<file path="config.mk">
export PLATFORM = sky130hd
export DESIGN_NAME = pipelined_cla_addsub
export DESIGN_NICKNAME = d
export VERILOG_FILES = /design/src/rtl/pipelined_cla_addsub.sv
export SDC_FILE = /design/constraint.sdc
export NUM_CORES = 1
export LEC_CHECK = 0
export BUFFER_PORTS_ARGS = -buffer_cell sky130_fd_sc_hd__buf_2
export CAP_MARGIN = 20
export CORE_UTILIZATION = 48
export DETAILED_ROUTE_END_ITERATION = 10
export GPL_ROUTABILITY_DRIVEN = 0
export PLACE_DENSITY = 0.72
export SLEW_MARGIN = 20
export SYNTH_ARGS = -nofsm -noshare
export SYNTH_HDL_FRONTEND = slang
export SYNTH_SLANG_ARGS = --single-unit
</file>
<file path="constraint.sdc">
create_clock -name clk -period 2.45 [get_ports clk]
set_input_delay 0.1225 -clock clk [delete_from_list [all_inputs] [get_ports clk]]
set_output_delay 0.1225 -clock clk [all_outputs]
set_load 0.005 [all_outputs]
</file>
<file path="src/rtl/pipelined_cla_addsub.sv">
// Pipelined carry-lookahead adder/subtractor.
// The N-bit operation is cut into STAGES slices of W = N/STAGES bits. Stage k
// adds slice k with group lookahead (GROUP bits per group, rippled between
// groups) and registers the slice carry for stage k+1. Finished low result
// bits and the still-pending high operand bits travel down together, so the
// width of each stage's registers is exactly what remains to be done.
// Legal parameters: N divisible by STAGES, W divisible by GROUP.
//
// Handshake: a transfer happens on a side when valid && ready in the same
// cycle. The whole pipe advances as one (adv = !out_valid || out_ready), so
// in_ready equals adv, nothing moves while a result is waiting, and a held
// result keeps sum/cout/ovf/zero stable until it is taken.
module pipelined_cla_addsub #(
  parameter int N      = 16,
  parameter int STAGES = 2,
  parameter int GROUP  = 4
) (
  input  logic         clk,
  input  logic         rst_n,
  input  logic         in_valid,
  output logic         in_ready,
  input  logic [N-1:0] a,
  input  logic [N-1:0] b,
  input  logic         cin,
  input  logic         sub,
  output logic         out_valid,
  input  logic         out_ready,
  output logic [N-1:0] sum,
  output logic         cout,
  output logic         ovf,
  output logic         zero
);

  localparam int W    = N / STAGES;
  localparam int NGRP = W / GROUP;

  logic adv;

  // Carries c[0..W] of one slice. Inside a group every carry is the flat
  // sum-of-products lookahead from the group carry-in; groups ripple.
  function automatic logic [W:0] slice_carries(input logic [W-1:0] g,
                                               input logic [W-1:0] p,
                                               input logic         c0);
    logic [W:0] c;
    logic       acc;
    logic       pp;
    c    = '0;
    c[0] = c0;
    for (int gi = 0; gi < NGRP; gi++) begin
      for (int j = 1; j <= GROUP; j++) begin
        acc = g[gi*GROUP + j - 1];
        pp  = p[gi*GROUP + j - 1];
        for (int m = j - 2; m >= 0; m--) begin
          acc = acc | (pp & g[gi*GROUP + m]);
          pp  = pp & p[gi*GROUP + m];
        end
        c[gi*GROUP + j] = acc | (pp & c[gi*GROUP]);
      end
    end
    return c;
  endfunction

  for (genvar k = 0; k < STAGES; k++) begin : g_stage
    // LO result bits are already finished when a beat enters stage k;
    // PEND operand bits remain, with this stage's slice at the bottom.
    localparam int LO   = k * W;
    localparam int PEND = N - LO;

    logic [PEND-1:0] op_a;
    logic [PEND-1:0] op_b;
    logic            c_in;
    logic            v_in;
    logic [W-1:0]    sl_g;
    logic [W-1:0]    sl_p;
    logic [W:0]      sl_c;
    logic [W-1:0]    sl_sum;
    logic [LO+W-1:0] res_d;

    logic [LO+W-1:0] res_q;
    logic            c_q;
    logic            v_q;

    if (k == 0) begin : g_src
      // Subtraction is A + ~B + 1: B is inverted once here and the forced
      // carry-in replaces cin.
      assign op_a  = a;
      assign op_b  = sub ? ~b : b;
      assign c_in  = sub | cin;
      assign v_in  = in_valid;
      assign res_d = sl_sum;
    end else begin : g_src
      assign op_a  = g_stage[k-1].g_ops.a_q;
      assign op_b  = g_stage[k-1].g_ops.b_q;
      assign c_in  = g_stage[k-1].c_q;
      assign v_in  = g_stage[k-1].v_q;
      assign res_d = {sl_sum, g_stage[k-1].res_q};
    end

    assign sl_g   = op_a[W-1:0] & op_b[W-1:0];
    assign sl_p   = op_a[W-1:0] ^ op_b[W-1:0];
    assign sl_c   = slice_carries(sl_g, sl_p, c_in);
    assign sl_sum = sl_p ^ sl_c[W-1:0];

    // Valid bit, slice carry and finished result bits shift together on adv.
    always_ff @(posedge clk or negedge rst_n) begin
      if (!rst_n) begin
        v_q   <= 1'b0;
        c_q   <= 1'b0;
        res_q <= '0;
      end else if (adv) begin
        v_q   <= v_in;
        c_q   <= sl_c[W];
        res_q <= res_d;
      end
    end

    if (k < STAGES - 1) begin : g_ops
      logic [PEND-W-1:0] a_q;
      logic [PEND-W-1:0] b_q;

      // Carry the operand bits that later stages still have to add.
      always_ff @(posedge clk or negedge rst_n) begin
        if (!rst_n) begin
          a_q <= '0;
          b_q <= '0;
        end else if (adv) begin
          a_q <= op_a[PEND-1:W];
          b_q <= op_b[PEND-1:W];
        end
      end
    end else begin : g_flags
      logic ovf_q;
      logic zero_q;

      // Flags are registered on the same edge as the full sum they describe.
      always_ff @(posedge clk or negedge rst_n) begin
        if (!rst_n) begin
          ovf_q  <= 1'b0;
          zero_q <= 1'b0;
        end else if (adv) begin
          ovf_q  <= sl_c[W-1] ^ sl_c[W];
          zero_q <= ~|res_d;
        end
      end
    end
  end

  assign out_valid = g_stage[STAGES-1].v_q;
  assign sum       = g_stage[STAGES-1].res_q;
  assign cout      = g_stage[STAGES-1].c_q;
  assign ovf       = g_stage[STAGES-1].g_flags.ovf_q;
  assign zero      = g_stage[STAGES-1].g_flags.zero_q;

  assign adv      = !out_valid || out_ready;
  assign in_ready = adv;

endmodule

</file>
== Yosys cells after proc, flatten, opt, wreduce, memory -nomap -nowiden ==
Cells that the tools add are included.
Storage, ports and cells
  input port bits: 38
  register bits: 46
  word-level logic and storage cells: 128
  output and inout bits: 21
Cells by class
  bitwise operators: 113
  muxes and demuxes: 1
  reductions and logical operators: 4
Operator list (number)
  bitwise AND 1 bit: 64
  OR 1 bit: 41
  XOR 8 bit: 4
  bitwise AND 8 bit: 2
  2-to-1 mux 16 bit: 1
  NOT 16 bit: 1
  OR reduction 16 bit: 1
  zero test 1 bit: 2
  logical OR 1 bit: 1
  XOR 1 bit: 1

== Longest topological paths before layout ==
  depth in word-level cells: 11
  mapped depth: 11
  mapped depth without buffers: 9

== Worst setup path after synthesis ==
No wires, ideal clock.
  kind: reg2reg
  from: reg g_stage[0].g_ops.a_q[2]
  to: reg g_stage[1].g_flags.zero_q, in the netlist zero
  data required time: 2.355 ns
  library setup time: 0.095 ns
  path slack: -0.170 ns
  cell stages (with the launch flop): 10
  arrival time: 2.525 ns
  clock period less this slack: 2.620 ns
  path buffers: 0
  cells stage by stage: dfrtp_1 -> ha_1 -> and2_4 -> a221o_1 -> or2_2 -> fa_1 -> nor4_1 -> and4_1 -> o211ai_1 -> o31ai_1
Between the ends
  elaborated cells between the ends (all ways): 30
  classes of those cells: bitwise (28); reduce/logical (2)
RTL lines
  start, declared: line 118  | logic [PEND-W-1:0] a_q;
  start signal, assigned: line 127  | a_q <= op_a[PEND-1:W];
  bitwise AND 8 bit or XOR 8 bit (tied branches): line 99, 100
  bitwise AND 1 bit, on equally long branches: line 54, 55
  OR 1 bit, or another cell as far along (2 in a row): line 54  | acc = acc | (pp & g[gi*GROUP + m]);
  OR 1 bit or bitwise AND 1 bit (tied branches): line 54, 57
  OR 1 bit *: line 57  | c[gi*GROUP + j] = acc | (pp & c[gi*GROUP]);
  XOR 8 bit *: line 102  | assign sl_sum = sl_p ^ sl_c[W-1:0];
  named net g_stage[1].sl_sum[4]: line 76  | logic [W-1:0] sl_sum;
  OR reduction 16 bit *: line 142  | zero_q <= ~|res_d;
  zero test 1 bit *: line 142
  end signal, assigned: line 142
  end, declared: line 133  | logic zero_q;
The timed path passes the listed nets; every way through them passes the cells marked *.
A chain may end at the register's enable or synchronous reset.

== Final worst setup path ==
Ends and elaborated chain as after synthesis.

==> summary.txt <==
Worst hold path
  • Worst min path class: input port to flip-flop

Die
  • Rows: 25
  • Placeable Area: 4880 µm²
  • I/O pin total: 59
  • Initial Util: 51.6%
  • Die width: between 70 and 80 µm
  • Die area: 5540 µm²
  • Die Y: roughly 74 µm

STA
  • Final Hold Viols: 0
  • Fmax: 386 MHz
  • Setup WS post-layout: -140 ps
  • Endpoints failing setup: 1
  • Least-Margin Pin Slew: 578 ps
  • Tmin final: 2590 ps
  • Fin crit share: 106%
  • RSZ-0062 raised after global routing: true
  • Max_slew headroom: between 60% and 70%
  • Final Max Slew Viols: 0
  • Clock Skew: 6.23 ps

Drt
  • WL/cell: 12.4 µm
  • Via/cell ratio: 5.04
  • Drt first-iter violations: 89
  • Final ANT Viol Nets: 0
  • 1st-pass router iterations: 4
  • Total Wirelength: 4.95 mm
  • Routed vias: between 2k and 2.5k
  • DR DRC count: 0

Setup path
  • CP bufs+invs: 0
  • Critical Path RT: 2670 ps
  • Crit path cell chain: ha_4 > and2_4 > a221o_1 > or2_4 > fa_1 > nor4_2 > and4_1 > o211ai_1 > o31ai_1
  • Crit. End Element: flip-flop
  • Critical Path AT: 2810 ps
  • CP Launch Type: flip-flop
  • CP Class: flip-flop to flip-flop
  • Slowest stage delay, CP: 480 ps
  • Worst-path fanout max: 3
  • CP max stage cell: fa_1
  • Top delay family on crit path: simple AND/OR/NAND/NOR gates

Synthesis
  • Post-Synthesis Cells: 265
  • Yosys warnings: 0
  • Count of flip-flops with a built-in enable after synthesis: 0
  • Ys flop type: dfrtp_1
  • Average size of a mapped cell: 9.49 µm²
  • Async SR Flop Fraction: 100%
  • Sequential area share after synthesis: 45.7%
  • Post-Syn Area: about 2500 µm²
  • Distinct cells, synth: 41
  • Number of synthesized register bits: 46
  • Synthesized Nets: roughly 320

Status
  • Status: finished with violations
  • Failing checks: negative setup slack

Global routing
  • Vias in the first global route: between 1.5k and 2k
  • Largest net degree at the start of global routing: 47
  • Gr ovfl total: 0
  • Initial antenna violation count: 0
  • First-pass GRT wire length: 8.20 mm
  • GRT Overall Usage: 19.6%

Power and ir drop
  • Lkg Pwr: ~1.6 nW
  • Final Total Pwr: 2.56 mW
  • Sequential power share: 42.9%
  • Clock share of power: 22.6%
  • NetSw: 0.844 mW
  • Peak supply drop: 0.343 mV
  • P_int: 1.72 mW
  • Switching share of power: 32.9%
  • Comb power frac: between 30% and 40%
  • Pwr Density: 829 nW/µm²

Placement
  • # port buffers: 58
  • Post-placement cell count: 390
  • DPL Wire Length: 3.75 mm

Finish
  • Share of cells above drive strength 1: between 20% and 30%
  • Nets@finish: approximately 390
  • # diodes: 0
  • Layout Cells excl Fill: 399
  • FF+latch area: 1150 µm²
  • FILL cells: 438
  • Most frequent cells in the layout: nand2_1 (74), buf_2 (57), dfrtp_1 (46), o21ai_0 (15)
  • Synth-to-layout area growth: 22.9%
  • Multi-input gate area: 1330 µm²
  • Most common cell after layout, fill and taps aside: nand2_1

Clock tree
  • CTS tree: yes
  • CTS Sinks: 46
  • Reg clk slew, reported paths: roughly 90 ps
  • Post-CTS Setup Repair Bufs: 0
  • Worst-case clock buffer depth: 2
  • H-Tree Depth: 2
  • CTS root buffer: clkbuf_8
  • Worst-skew pair later-pin latency: 300 ps
  • Inserted Clock Buffers: 5

Job
  • Max Cap Viol: 0
## synth_stat cells (all sizes together) (5+ instances only)
master | instances | area (µm²)
xnor2 | 14 | 123
nand2 | 74 | 278
nor2 | 12 | 45.0
inv | 6 | 22.5
a21o | 8 | 60.1
xor2 | 10 | 87.6
buf | 5 | 23.8
o21ai | 15 | 75.1
dfrtp | 46 | 1150
a21oi | 13 | 65.1
ha | 16 | 200
clkbuf | 6 | 22.5
## kinds of logic (layout without fill, tap and decap cells)
family	Yosys count	in the layout	share of synthesized area [%]
adders and majority gates	20	20	11.1
and+or+nand+nor	101	101	16.8
AOI/OAI and AO/OA	54	54	14.2
muxes	2	2	0.895
DFF	46	46	45.7
buffers and inverters	18	85	2.88
xor gates and xnor gates	24	24	8.35
## worst paths after layout
| check | depth (start not counted) | start | end | slack, ps |
|---|---|---|---|---|
| max in group asynchronous | 2 | rst_n | sum[7] | 1690 |
| hold reg to reg | 2 | sum[4] | sum[4] | 470 |
| min in group asynchronous | 2 | rst_n | ovf | 360 |
| setup reg to reg | 9 | g_stage[0].g_ops.a_q[2] | zero | -140 |
| setup / recovery | 9 | g_stage[0].g_ops.a_q[2] | zero | -140 |
| hold / removal | 3 | in_valid | g_stage[0].v_q | 5 |
## metrics by stage
stage | setup TNS [ps] | util (%) | hold slack, ps | worst slack (ps) | instance area (µm²)
floorplan | -74.2 | - | -173 | -74.2 | 2540
global placement | -75.7 | 60.5 | 320 | -75.7 | 2950
detailed placement | -252 | 60.5 | 324 | -252 | 2950
CTS | -160 | 63.1 | 0.377 | -160 | 3080
global route | -217 | 63.4 | 15.6 | -217 | 3090
finish | -140 | 63.4 | 5.42 | -140 | 3090
## routing by layer
layer | share of wire (%) | track usage, %
met1 | 45 | 23.6
met3 | 3.2 | 4.07
met4 | 1.5 | 6.92
met2 | 51 | 34.7
met5 | 0 | 0
## worst min-delay path, delay by kind of cell
kind,cells,cell delay (ps)
buffers and inverters,1,80
AND/OR/NAND/NOR,2,90
## power groups by stage
stage	Sequential (mW)	Clock (mW)	Combinational, mW
4_1_cts	1.10	0.595	0.892
3_3_place_gp	1.11	0	0.858
6_report	1.10	0.580	0.883
2_1_floorplan	1.10	0	0.547
5_1_grt	1.13	0.619	1.00
3_5_place_dp	1.12	0	0.877
## sequential cells by signal, indices dropped and copies added, names as in the netlist
signal and flops:
cout 1, g_stage.c_q 1, g_stage.g_ops.a_q 8, g_stage.g_ops.b_q 8, g_stage.res_q 8, g_stage.v_q 1
out_valid 1, ovf 1, sum 16, zero 1
## layout make-up
class / count / share of cell area [%]
inverters: 7 / 0.850
clock buffers: 5 / 2.23
flip-flops and latches: 46 / 37.2
clock inverters: 3 / 1.54
repair buffers: 70 / 12.5
multi-input cells: 201 / 43.0
well taps: 67 / 2.71
## timing repair
action | 4_1_cts | 5_1_grt
endpoints found under the setup margin | 1 | 1
resized for setup | 2 | 0
hold buffers | 0 | 1
endpoints found under the hold margin | 0 | 46
Power figures use the tool's default switching activity.
